### src/rtl/muldiv_pkg.sv
// Shared constants for the HI/LO multiply/divide sequencer.
package muldiv_pkg;

  localparam int unsigned MD_WIDTH = 32;
  localparam int unsigned MD_CNT_W = 5;

  typedef logic [1:0] op_t;
  localparam op_t OP_MULT  = 2'b00;
  localparam op_t OP_MULTU = 2'b01;
  localparam op_t OP_DIV   = 2'b10;
  localparam op_t OP_DIVU  = 2'b11;

  typedef logic [1:0] state_t;
  localparam state_t ST_IDLE = 2'd0;
  localparam state_t ST_RUN  = 2'd1;
  localparam state_t ST_FIX  = 2'd2;

  // Signed variants take absolute values up front and fix signs at the end.
  function automatic logic op_is_signed(input op_t op);
    return (op == OP_MULT) || (op == OP_DIV);
  endfunction

  function automatic logic op_is_div(input op_t op);
    return !((op == OP_MULT) || (op == OP_MULTU));
  endfunction

endpackage

### src/rtl/muldiv_sign_fix.sv
// Conditional two's-complement negate of two words, either independently
// or joined as one double-width value (i_a is the upper half).
module muldiv_sign_fix
  import muldiv_pkg::*;
#(
  parameter int unsigned WIDTH = MD_WIDTH
) (
  input  logic [WIDTH-1:0] i_a,
  input  logic [WIDTH-1:0] i_b,
  input  logic             i_neg_a,
  input  logic             i_neg_b,
  input  logic             i_join,
  output logic [WIDTH-1:0] o_a,
  output logic [WIDTH-1:0] o_b
);

  logic [2*WIDTH-1:0] w_neg_wide;
  logic [WIDTH-1:0]   w_neg_a;
  logic [WIDTH-1:0]   w_neg_b;

  assign w_neg_wide = (2*WIDTH)'(0) - {i_a, i_b};
  assign w_neg_a    = WIDTH'(0) - i_a;
  assign w_neg_b    = WIDTH'(0) - i_b;

  // In joined mode i_neg_b selects the negate of the whole double word.
  always_comb begin
    o_a = i_a;
    o_b = i_b;
    if (i_join) begin
      if (i_neg_b) begin
        {o_a, o_b} = w_neg_wide;
      end
    end else begin
      if (i_neg_a) o_a = w_neg_a;
      if (i_neg_b) o_b = w_neg_b;
    end
  end

endmodule

### src/rtl/muldiv_sequencer.sv
// Iterative MULT/MULTU/DIV/DIVU unit owning HI/LO; stalls HI/LO users while busy.
module muldiv_sequencer
  import muldiv_pkg::*;
#(
  parameter int unsigned WIDTH = MD_WIDTH,
  parameter int unsigned CNT_W = MD_CNT_W
) (
  input  logic             clock,
  input  logic             reset,
  input  logic             start,
  input  logic [1:0]       op,
  input  logic [WIDTH-1:0] rs_val,
  input  logic [WIDTH-1:0] rt_val,
  input  logic             mthi,
  input  logic             mtlo,
  input  logic [WIDTH-1:0] wdata,
  input  logic             rd_hilo,
  output logic [WIDTH-1:0] hi,
  output logic [WIDTH-1:0] lo,
  output logic             busy,
  output logic             done,
  output logic             stall
);

  state_t           r_state;
  state_t           w_state_nxt;
  logic             r_busy;
  logic             r_done;
  logic             w_busy_nxt;
  logic             w_done_nxt;

  logic [CNT_W-1:0] r_cnt;
  op_t              r_op;
  logic             r_sign_rs;
  logic             r_sign_rt;
  logic             r_div0;
  logic [WIDTH-1:0] r_opb;
  logic [WIDTH-1:0] r_acc_hi;
  logic [WIDTH-1:0] r_acc_lo;
  logic [WIDTH:0]   r_rem;
  logic [WIDTH-1:0] r_hi;
  logic [WIDTH-1:0] r_lo;

  logic             w_op_signed;
  logic             w_run_div;
  logic             w_last;
  logic [WIDTH-1:0] w_abs_rs;
  logic [WIDTH-1:0] w_abs_rt;
  logic [WIDTH:0]   w_sum;
  logic [WIDTH+1:0] w_shift;
  logic [WIDTH+1:0] w_trial;
  logic             w_borrow;
  logic [WIDTH-1:0] w_res_hi;
  logic             w_fix_neg_lo;
  logic [WIDTH-1:0] w_fix_hi;
  logic [WIDTH-1:0] w_fix_lo;

  assign w_op_signed = op_is_signed(op);
  assign w_run_div   = op_is_div(r_op);
  assign w_last      = (r_cnt == CNT_W'(WIDTH-1));

  // Operand conditioning: absolute values for signed operations.
  muldiv_sign_fix #(.WIDTH(WIDTH)) u_abs (
    .i_a     (rs_val),
    .i_b     (rt_val),
    .i_neg_a (w_op_signed & rs_val[WIDTH-1]),
    .i_neg_b (w_op_signed & rt_val[WIDTH-1]),
    .i_join  (1'b0),
    .o_a     (w_abs_rs),
    .o_b     (w_abs_rt)
  );

  // Shift-add step: add multiplicand when the current multiplier bit is set.
  assign w_sum    = {1'b0, r_acc_hi} + (r_acc_lo[0] ? {1'b0, r_opb} : (WIDTH+1)'(0));

  // Restoring-divide step: bring in the next dividend bit and trial-subtract.
  assign w_shift  = {r_rem, r_acc_lo[WIDTH-1]};
  assign w_trial  = w_shift - {2'b00, r_opb};
  assign w_borrow = w_trial[WIDTH+1];

  // Divide by zero keeps quotient all ones; remainder sign restores rs_val.
  assign w_res_hi     = w_run_div ? r_rem[WIDTH-1:0] : r_acc_hi;
  assign w_fix_neg_lo = (r_sign_rs ^ r_sign_rt) & ~(w_run_div & r_div0);

  // Result fixup: joined 2W negate for products, split negate for div.
  muldiv_sign_fix #(.WIDTH(WIDTH)) u_fix (
    .i_a     (w_res_hi),
    .i_b     (r_acc_lo),
    .i_neg_a (r_sign_rs),
    .i_neg_b (w_fix_neg_lo),
    .i_join  (~w_run_div),
    .o_a     (w_fix_hi),
    .o_b     (w_fix_lo)
  );

  // Next-state and registered-output decode.
  always_comb begin
    w_state_nxt = r_state;
    case (r_state)
      ST_IDLE: if (start)  w_state_nxt = ST_RUN;
      ST_RUN:  if (w_last) w_state_nxt = ST_FIX;
      ST_FIX:  w_state_nxt = ST_IDLE;
      default: w_state_nxt = ST_IDLE;
    endcase
    w_busy_nxt = (w_state_nxt != ST_IDLE);
    w_done_nxt = (r_state == ST_FIX);
  end

  // State register with busy/done flags.
  always_ff @(posedge clock) begin
    if (reset) begin
      r_state <= ST_IDLE;
      r_busy  <= 1'b0;
      r_done  <= 1'b0;
    end else begin
      r_state <= w_state_nxt;
      r_busy  <= w_busy_nxt;
      r_done  <= w_done_nxt;
    end
  end

  // Operand latch and per-iteration multiply/divide datapath.
  always_ff @(posedge clock) begin
    if (reset) begin
      r_cnt     <= '0;
      r_op      <= OP_MULT;
      r_sign_rs <= 1'b0;
      r_sign_rt <= 1'b0;
      r_div0    <= 1'b0;
      r_opb     <= '0;
      r_acc_hi  <= '0;
      r_acc_lo  <= '0;
      r_rem     <= '0;
    end else begin
      case (r_state)
        ST_IDLE: begin
          if (start) begin
            r_op      <= op;
            r_sign_rs <= w_op_signed & rs_val[WIDTH-1];
            r_sign_rt <= w_op_signed & rt_val[WIDTH-1];
            r_div0    <= (rt_val == '0);
            r_opb     <= w_abs_rt;
            r_acc_lo  <= w_abs_rs;
            r_acc_hi  <= '0;
            r_rem     <= '0;
            r_cnt     <= '0;
          end
        end
        ST_RUN: begin
          r_cnt <= r_cnt + CNT_W'(1);
          if (w_run_div) begin
            r_acc_lo <= {r_acc_lo[WIDTH-2:0], ~w_borrow};
            r_rem    <= w_borrow ? w_shift[WIDTH:0] : w_trial[WIDTH:0];
          end else begin
            r_acc_hi <= w_sum[WIDTH:1];
            r_acc_lo <= {w_sum[0], r_acc_lo[WIDTH-1:1]};
          end
        end
        default: ;
      endcase
    end
  end

  // HI/LO: result write in FIX, MTHI/MTLO only in IDLE without a start.
  always_ff @(posedge clock) begin
    if (reset) begin
      r_hi <= '0;
      r_lo <= '0;
    end else if (r_state == ST_FIX) begin
      r_hi <= w_fix_hi;
      r_lo <= w_fix_lo;
    end else if ((r_state == ST_IDLE) && !start) begin
      if (mthi) r_hi <= wdata;
      if (mtlo) r_lo <= wdata;
    end
  end

  assign hi    = r_hi;
  assign lo    = r_lo;
  assign busy  = r_busy;
  assign done  = r_done;
  assign stall = r_busy & (rd_hilo | start | mthi | mtlo);

endmodule

### config.mk
export PLATFORM = sky130hd
export DESIGN_NAME = muldiv_sequencer
export DESIGN_NICKNAME = d
export VERILOG_FILES = /design/src/rtl/muldiv_pkg.sv /design/src/rtl/muldiv_sign_fix.sv /design/src/rtl/muldiv_sequencer.sv
export SDC_FILE = /design/constraint.sdc
export NUM_CORES = 1
export LEC_CHECK = 0
export ABC_AREA = 1
export BUFFER_PORTS_ARGS = -buffer_cell sky130_fd_sc_hd__clkbuf_2
export CAP_MARGIN = 20
export CORE_MARGIN = 2
export CORE_UTILIZATION = 50
export DETAILED_ROUTE_END_ITERATION = 10
export PLACE_DENSITY = 0.72
export SYNTH_ARGS = -nofsm -noshare
export SYNTH_HDL_FRONTEND = slang
export SYNTH_HIERARCHICAL = 1
export SYNTH_SLANG_ARGS = --single-unit
export TNS_END_PERCENT = 100
### constraint.sdc
create_clock -name clock -period 2.7 [get_ports clock]
set_clock_uncertainty 0.05 [all_clocks]
set_input_delay 0.135 -clock clock [delete_from_list [all_inputs] [get_ports clock]]
set_output_delay 0.135 -clock clock [all_outputs]
set_load 0.05 [all_outputs]
==> flow_summary.yaml, run 1 <==
global_route:
  grt_overflow: 0
  grt_usage: 0.369
  grt_pass1_vias: 20500
  grt_pass1_wl_mm: 113
  antenna_found_initial: 0
  grt_max_degree: 98
detailed_routing:
  dr_wl_met3_mm: 6.68
  drt_pre_antenna_iters: 7
  met2_length_mm: 32.1
  drc: 0
  viasPerCell: 5.59
  routed_wl_mm: 74.3
  drtIter0Drc: 2204
  route.vias.total: 22600
  route.antenna.remaining_nets: 0
  wire_per_inst_um: 18.3
  top_layer_used: "met4"
  drt-met1-wl_mm: 33.0
timing:
  finalHoldViolations: 0
  slew_violations: 0
  min_period_ns: 2.62
  rsz0062_at_grt: "true"
  holdWs_ns: 0.0000511
  tightest_slew_ns: 0.889
  slew_headroom: 0.408
  setup_slack_ns: 0.0783
  setup_viol: 0
  fmax_mhz: 381
  fin_crit_sh: 0.971
place:
  place_area_mm2: 0.0208
  dp_hpwl_mm: 59.9
  routabilityCongestion: 1.01
  place_ws_ns: -0.0763
  numPortBuffers: 170
layout:
  diodes: 0
  nNetsFinal: 3703
  fin_util: 0.593
  finish.instance_area_mm2: 0.0222
  syn_to_final_growth_pct: 17.4
  drive_gt1_frac: 0.141
clock_network:
  clkTransAtPathRegs_ns: 0.06
  clock_path_buffers: 3
  cts_tree: "yes"
  clkSinkCount: 206
  cts_buffers: 24
  clockRootBuffer: "clkbuf_16"
  htree_num_levels: 1
  insertion_delay_ns: 0.54
floorplan:
  start_util: 0.505
  fp.dieW_um: 198
  io_pins: 171
  dieArea_mm2: 0.0393
  fp.dieH_um: 198
  coreArea_mm2: 0.0374
  num_rows: 71
power_and_ir_drop:
  p_per_area_mw_per_mm2: 453
  p_leak_nw: 11.1
  ir_drop_v: 0.000417
  totalPowerFinal_mw: 10.0
synthesis:
  syn-instance-count: 3303
  synth_top_area_frac: 0.218
  async_flop_share: 0
  synth_xor_area_frac: 0.0421
  synth-compound-area-share: 0.171
  yosysTopAreaCell: "dfxtp_1"
  synth_warnings: 6
  synth_edf_count: 0
  synthSimpleGateAreaFrac: 0.400
  synth_cell_types: 52
  synth.most_common_cell: "nand2_1"
  ys_ff_latch: 206
  synth_fa_ha_area_frac: 0.0485
  seq_area_frac_synth: 0.218
  synth_top_family_by_area: "simple AND/OR/NAND/NOR gates"
  synth.avg_cell_area_um2: 5.72
  synthesis.area_mm2: 0.0189
  synthMuxAreaShare: 0
  yosys-top-cells-count: "nand2_1, inv_1, nor2_1"
  synth-main-ff-cell: "dfxtp_1"
  synth_area_leaders: "dfxtp_1, nand2_1, inv_1, a21oi_1, o21ai_0"
worst_setup_path:
  worstSetupStartpointType: "flop"
  cp-end-kind: "flop"
  path_max_fanout: 27
  arrival_ns: 3.04
  crit_type: "reg -> reg"
  cp.required_ns: 3.11
run:
  cap_violations: 0
worst_hold_path:
  hp-class: "in -> reg"
status:
  status: "completed"
==> power breakdown <==
group | switching, mW | total (mW) | internal [mW]
clock network | 1.38 | 3.44 | 2.06
registers | 0.210 | 3.43 | 3.22
logic | 2.20 | 3.17 | 0.969
total | 3.80 | 10.0 | 6.25
==> per-stage QoR <==
step	TNS (ns)	cells
final	0	4055
after global routing	-0.0342	4055
after CTS	0	4051
after detailed placement	-0.139	3978
after global placement	-0.177	3978
after floorplan	0	3306
==> routing by layer <==
| layer | GRT usage | vias to the layer above |
|---|---|---|
| met2 | 0.569 | 1073 |
| li1 | - | 11000 |
| met4 | 0.127 | 0 |
| met5 | 0 | - |
| met3 | 0.0557 | 148 |
| met1 | 0.522 | 10400 |
==> cell type report <==
| type | instances | area, um^2 |
|---|---|---|
| inverters | 457 | 1720 |
| repair buffers | 307 | 2060 |
| well taps | 511 | 639 |
| clock buffers | 33 | 686 |
| flip-flops and latches | 206 | 4130 |
| fillers | 3854 | 15200 |
| clock inverters | 10 | 129 |
| multi-input cells | 2531 | 12800 |
==> flip-flops by register name, summed over array words and instances, names as in the netlist <==
register,count
lo,32
r_op,1
r_sign_rs,1
r_state,2
r_acc_hi,32
r_opb,32
busy,1
r_rem,33
r_sign_rt,1
hi,32
r_cnt,5
r_acc_lo,32
r_div0,1
done,1
==> logic make-up (layout without fill, tap and decap cells) <==
logic type | Yosys count | in the layout
AO/OA/AOI/OAI | 613 | 613
adder cells (fa/ha/maj) | 72 | 72
other | 1 | 4
flip-flops | 206 | 206
XOR/XNOR | 89 | 89
AND/OR/NAND/NOR | 1753 | 1753
buffers and inverters | 569 | 807
==> worst paths after layout <==
| check | endpoint | cells after the start | from | slack, ns |
|---|---|---|---|---|
| worst max-delay path | r_acc_hi[20] | 13 | r_acc_lo[0] | 0.08 |
| worst min register to register | hi[23] | 2 | hi[23] | 0.39 |
| worst min-delay path | hi[24] | 5 | wdata[24] | 0.00005 |
| worst max register to register | r_acc_hi[20] | 13 | r_acc_lo[0] | 0.08 |
==> worst max-delay path: stages, from the launching register on <==
cell      delay (ns)
dfxtp_1         0.39
buf_12          0.18
nand2_1         0.09
inv_1           0.08
ha_1            0.30
a21oi_1         0.23
o21ai_0         0.18
a21oi_1         0.14
o21ai_0         0.12
buf_4           0.17
a21boi_0        0.27
nand2b_1        0.15
nand3_1         0.08
a21oi_1         0.12
==> repair_timing <==
item,in CTS,in global routing
resized for setup,3,70
endpoints found under the setup margin,3,69
endpoints found under the hold margin,44,0
pin swaps,2,9
hold buffers,29,0
buffers inserted,1,4
==> cells in the final DEF (no fill, tap or decap), types with 14 or more instances in the layout <==
cell              n
buf_4            99
clkbuf_16        25
xor2_1           53
inv_1           432
nor3_1           21
nand2_2          19
o21ai_1          26
a31oi_1          15
nor2_2           35
nand4_1          60
nor2_1          275
a21oi_1         274
xnor2_1          30
ha_1             65
dlygate4sd3_1    29
nand2_1        1036
a21oi_2          14
dfxtp_1         205
inv_2            24
a22oi_1          16
nand3_2          22
o21ai_0         231
clkbuf_2        170
nand3_1         216
Power figures use the tool's default switching activity.
==> run 2: changes to the inputs <==
Settings changed: ABC_AREA 1 to 0.
==> run 2 against run 1 <==
Effect of this change:
- the run now ends with negative setup slack left
- non-clock buffer count rose by 335
- routed wire length fell by 17%
- sequential share of layout area fell by 0.71 points
- area after synthesis fell by 17%
- setup slack got worse by 0.52 ns
- global-route usage fell by 1.7 points
- first-iteration DRC count fell by 37%
- via count fell by 19%
- critical path type unchanged
- largest cell class unchanged
==> flow_summary.yaml, run 2 <==
status:
  status: "finished, violations left"
  violations: "negative setup slack"
worst_hold_path:
  hold_path_depth: 5
  hold_start: "rt_val[6]"
  hp-class: "in -> reg"
  worstHoldEndpoint: "r_opb[6]"
place:
  routabilityCongestion: 0.994
  place_area_mm2: 0.0199
  dp_hpwl_mm: 45.0
  place_ws_ns: -0.422
  numPortBuffers: 170
worst_setup_path:
  worstReg2RegStart: "r_acc_lo[0]"
  critPathMaxStageDelay_ns: 0.49
  cp_slowest_cell: "or4_4"
  path_buf_inv: 3
  cp_common_cell: "or4_4"
  arrival_ns: 3.54
  crit_type: "reg -> reg"
  reg2reg_depth: 12
  cp.required_ns: 3.10
  crit_family: "simple AND/OR/NAND/NOR gates"
  crit_chain: "buf_6 > inv_4 > ha_4 > or3b_4 > or4_4 > or4_4 > o21ai_4 > buf_12 > o21ai_2 > xor2_1 > a21oi_1 > a211oi_1"
  path_max_fanout: 14
  worstSetupStartpointType: "flop"
  cp-end-kind: "flop"
  worstReg2RegEnd: "hi[16]"
  reg2reg_slack_ns: -0.44
detailed_routing:
  route.vias.total: 18300
  drt-met1-wl_mm: 25.8
  top_layer_used: "met4"
  routed_wl_mm: 61.9
  met2_length_mm: 28.9
  dr_wl_met3_mm: 4.69
  route.antenna.remaining_nets: 0
  viasPerCell: 6.01
  drc: 0
  drtIter0Drc: 1387
  wire_per_inst_um: 20.4
  drt_pre_antenna_iters: 6
clock_network:
  clock_path_buffers: 3
  cts_buffers: 23
  insertion_delay_ns: 0.53
  clkSinkCount: 206
  clkTransAtPathRegs_ns: 0.06
  cts_tree: "yes"
  htree_num_levels: 1
  clockRootBuffer: "clkbuf_16"
timing:
  slew_headroom: 0.330
  holdWs_ns: 0.0173
  rsz0062_at_grt: "true"
  setup_slack_ns: -0.437
  fmax_mhz: 319
  tightest_slew_ns: 1.00
  finalHoldViolations: 0
  setup_viol: 95
  fin_crit_sh: 1.16
  slew_violations: 0
  min_period_ns: 3.14
global_route:
  grt_pass1_vias: 17400
  grt_usage: 0.352
  antenna_found_initial: 1
  grt_overflow: 0
  grt_max_degree: 79
  grt_pass1_wl_mm: 93.6
layout:
  layout_commonest_cell: "buf_4"
  drive_gt1_frac: 0.370
  fillerInstances: 2251
  syn_to_final_growth_pct: 47.8
  regMostFlops: "r_rem"
  largest_reg_flops: 33
  finish.instance_area_mm2: 0.0232
  nNetsFinal: 2801
  final_cell_mix: "buf_4, nor2_1, a21oi_1, dfxtp_1, nand2_1"
  fin_util: 0.755
synthesis:
  yosysTopAreaCell: "dfxtp_1"
  synthesis.area_mm2: 0.0157
  synth_edf_count: 0
  yosys-top-cells-count: "a21oi_1, nor2_1, dfxtp_1"
  synth_warnings: 6
  synth_top_area_frac: 0.262
  synth.avg_cell_area_um2: 7.58
  synth_cell_types: 77
  ys_ff_latch: 206
  seq_area_frac_synth: 0.262
  synth-main-ff-cell: "dfxtp_1"
  synth_area_leaders: "dfxtp_1, a21oi_1, xnor2_1, ha_1, nor2_1"
  async_flop_share: 0
  syn-instance-count: 2075
power_and_ir_drop:
  p_per_area_mw_per_mm2: 414
  pwr-share-comb: 0.337
  p_leak_nw: 10.1
  p_switching_mw: 3.35
  ir_drop_v: 0.000381
  p_seq_frac: 0.348
  switching_share: 0.348
  clockPowerShare: 0.315
  p_int_mw: 6.27
floorplan:
  num_rows: 64
  dieArea_mm2: 0.0329
  start_util: 0.511
  io_pins: 171
  fp.dieW_um: 181
  fp.dieH_um: 181
  coreArea_mm2: 0.0307
run:
  cap_violations: 0
[run 2: cell count changes after synthesis, sizes merged, moves of 44 or more]
| cell | change |
|---|---|
| nand2 | -882 |
| inv | -392 |
| nand3 | -218 |
| o21ai | -139 |
| a211oi | +107 |
| nor2 | -101 |
| xnor2 | +78 |
| a21oi | -65 |
| mux2i | +53 |
| nor2b | +48 |
| nand4 | -44 |
[run 2: final cells by class]
type	count	area [um^2]	share of cell area
inverters	63	239	0.0103
clock buffers	30	642	0.0276
clock inverters	10	63.8	0.00275
well taps	396	495	0.0213
repair buffers	642	4890	0.211
multi-input cells	1689	12700	0.548
diodes	1	2.50	0.000108
flip-flops and latches	206	4160	0.179
[run 2: how the worst max path moves through the flow]
stage                           start  slack, ns  depth (start not counted)         to
after floorplan               r_op[1]      -0.43                         12     hi[30]
after global placement       r_opb[1]      -0.39                         14  r_rem[22]
after detailed placement     r_opb[1]      -0.42                         14  r_rem[20]
after CTS                 r_acc_lo[0]      -0.33                         11     hi[18]
after global routing      r_acc_lo[0]      -0.53                         12     hi[16]
final                     r_acc_lo[0]      -0.44                         12     hi[16]
[run 2: metrics by stage]
step                total power [mW]  instances  TNS [ns]
finish                          9.62       3037    -24.10
global route                    9.97       3036    -31.46
CTS                             9.35       3006    -16.30
detailed placement              6.09       2895    -27.03
global placement                6.04       2894    -22.90
floorplan                       5.02       2080     -4.54
[run 2: logic make-up after synthesis]
| group | synth area share |
|---|---|
| buffers and inverters | 0.0493 |
| adders and majority gates | 0.0583 |
| and+or+nand+nor | 0.217 |
| other | 0.000239 |
| muxes | 0.0559 |
| xor gates and xnor gates | 0.0981 |
| DFF | 0.262 |
| AOI/OAI and AO/OA | 0.259 |
[run 2: power by group through the flow]
stage	clock, mW	sequential (mW)	combinational [mW]
after floorplan	0	3.59	1.42
after global placement	0	3.39	2.65
after detailed placement	0	3.40	2.69
after CTS	3.06	3.33	2.95
after global routing	3.17	3.36	3.45
final	3.03	3.35	3.24
[run 2: metal layers]
metal,track usage,vias up
met5,0,-
met4,0.130,0
met3,0.0554,164
met2,0.589,770
met1,0.459,8725
li1,-,8598
[run 2: repair_timing]
action,in CTS,in global routing
setup endpoints to repair,96,109
endpoints found under the hold margin,49,0
hold buffers,40,0
gates resized for setup,146,210
cloned,4,0
setup buffers,27,39
pin swaps,41,110
[run 2: tightest hold or removal path, cell delays in order]
cell and delay [ns]:
clkbuf_2 0.09, buf_4 0.12, xnor2_1 0.06, nand2_1 0.06, a21oi_1 0.07
==> run 3: changes to the inputs <==
Settings changed: CELL_PAD_IN_SITES_DETAIL_PLACEMENT set to 1, CELL_PAD_IN_SITES_GLOBAL_PLACEMENT set to 1, CORE_UTILIZATION 50 to 40, PLACE_DENSITY 0.72 to unset, PLACE_DENSITY_LB_ADDON set to 0.1.
==> run 3 against run 2 <==
Effect of this change:
- the flow still finishes with violations (negative setup slack)
- die area rose by 24%
- hold slack better by 0.0069 ns
- via count grew 6.1%
- sequential cell count is the same
- non-clock buffer count increased by 36
- maximum frequency is 4.1% lower
- final cell count rose by 5.4%
==> flow_summary.yaml, run 3 (synthesized netlist as in run 2, its figures left out) <==
power_and_ir_drop:
  ir_drop_v: 0.000434
  p_per_area_mw_per_mm2: 443
  p_leak_nw: 10.4
clock_network:
  clkTransAtPathRegs_ns: 0.06
  clkSinkCount: 206
  cts_tree: "yes"
  htree_num_levels: 1
  clockRootBuffer: "clkbuf_16"
  clock_path_buffers: 3
  cts_buffers: 26
  insertion_delay_ns: 0.55
floorplan:
  dieArea_mm2: 0.0409
  start_util: 0.406
  coreArea_mm2: 0.0387
  fp.dieH_um: 202
  fp.dieW_um: 202
  num_rows: 72
  io_pins: 171
timing:
  finalHoldViolations: 0
  setup_tns_ns: -34.07
  tightest_slew_ns: 0.826
  holdWs_ns: 0.0242
  slew_headroom: 0.444
  setup_viol: 107
  min_period_ns: 3.27
  slew_violations: 0
  setup_slack_ns: -0.571
  rsz0062_at_grt: "true"
  fin_crit_sh: 1.21
  fmax_mhz: 306
detailed_routing:
  wire_per_inst_um: 25.4
  drc: 0
  routed_wl_mm: 81.3
  route.antenna.remaining_nets: 0
  viasPerCell: 6.05
  route.vias.total: 19400
  drtIter0Drc: 1381
  drt_pre_antenna_iters: 5
global_route:
  grt_pass1_vias: 19400
  grt_usage: 0.343
  grt_overflow: 0
  top_usage_layer: "met2"
  use_met3: 0.0453
  met2_usage: 0.593
  use_met1: 0.432
  antenna_found_initial: 3
  grt_pass1_wl_mm: 111
  grt_max_degree: 98
layout:
  regMostFlops: "r_rem"
  syn_to_final_growth_pct: 55.0
  drive_gt1_frac: 0.390
  finish.instance_area_mm2: 0.0244
  final_cell_mix: "buf_4, nor2_1, a21oi_1, dfxtp_1, nand2_1"
  largest_reg_flops: 33
  diodes: 0
  nNetsFinal: 2840
  layout_commonest_cell: "buf_4"
worst_setup_path:
  worstSetupStartpointType: "flop"
  cp.required_ns: 3.09
  path_max_fanout: 5
  crit_type: "reg -> reg"
  arrival_ns: 3.66
  cp-end-kind: "flop"
  crit_start: "r_acc_lo[1]"
  worstReg2RegStart: "r_acc_lo[1]"
place:
  routabilityCongestion: 0.942
  place_area_mm2: 0.0202
  numPortBuffers: 170
  dp_hpwl_mm: 51.9
run:
  cap_violations: 0
status:
  status: "finished, violations left"
  violations: "negative setup slack"
worst_hold_path:
  hp-class: "in -> reg"
  hold_start: "wdata[31]"
run 3: changes by cell type in the layout (fill, tap and decap cells not counted), moves of 6 or more:
cell,change
ha_1,-7
xnor2_2,+13
dlygate4sd3_1,+14
clkbuf_16,+6
o21ai_2,-6
buf_4,+21
xnor2_1,-14
buf_8,-6
run 3: worst max-delay path: stages (launching register included):
cell and delay [ns]:
dfxtp_1 0.36, inv_2 0.12, ha_4 0.13, or3b_4 0.39
or4_4 0.46, or4_4 0.49, o21ai_4 0.26, buf_12 0.16
buf_6 0.11, a21oi_4 0.05, xor2_1 0.15, a21oi_1 0.12
a211oi_1 0.32
run 3: where the power goes:
group	switching (mW)	total (mW)	leakage, nW	internal (mW)
clock network	1.54	3.93	0.458	2.39
logic	2.10	3.54	8.29	1.43
registers	0.139	3.34	1.69	3.20
total	3.78	10.8	10.4	7.03
run 3: final timing paths:
kind / end / slack [ns] / cells after the start
min reg2reg: r_sign_rt / 0.44 / 2
max reg2reg: hi[4] / -0.57 / 12
max: hi[4] / -0.57 / 12
min: hi[31] / 0.02 / 4
run 3: what timing repair did:
action	in CTS	in global routing
pin swaps	100	148
hold buffers	53	0
buffers inserted	28	38
cloned	5	2
endpoints found under the setup margin	97	111
hold endpoints to repair	71	0
resized for setup	214	188
run 3: per-stage QoR:
step | utilization | worst slack (ns) | std cells | total power, mW
CTS | 0.598 | -0.348 | 3170 | 10.4
global placement | 0.522 | -0.466 | 3038 | 6.12
floorplan | - | -0.430 | 2080 | 5.02
detailed placement | 0.522 | -0.546 | 3038 | 6.19
finish | 0.629 | -0.571 | 3202 | 10.8
global route | 0.629 | -0.630 | 3202 | 11.1
run 3: routing by layer:
metal | vias to the layer above | wire, um
met4 | 4 | 4140
met1 | 9534 | 32600
met2 | 847 | 39000
li1 | 8690 | -
met5 | - | 37
met3 | 287 | 5470
run 3: layout make-up:
class / count / area (um^2)
repair buffers: 678 / 5280
fillers: 4512 / 14400
clock inverters: 14 / 211
clock buffers: 34 / 732
well taps: 518 / 648
multi-input cells: 1689 / 13100
flip-flops and latches: 206 / 4150
inverters: 63 / 239
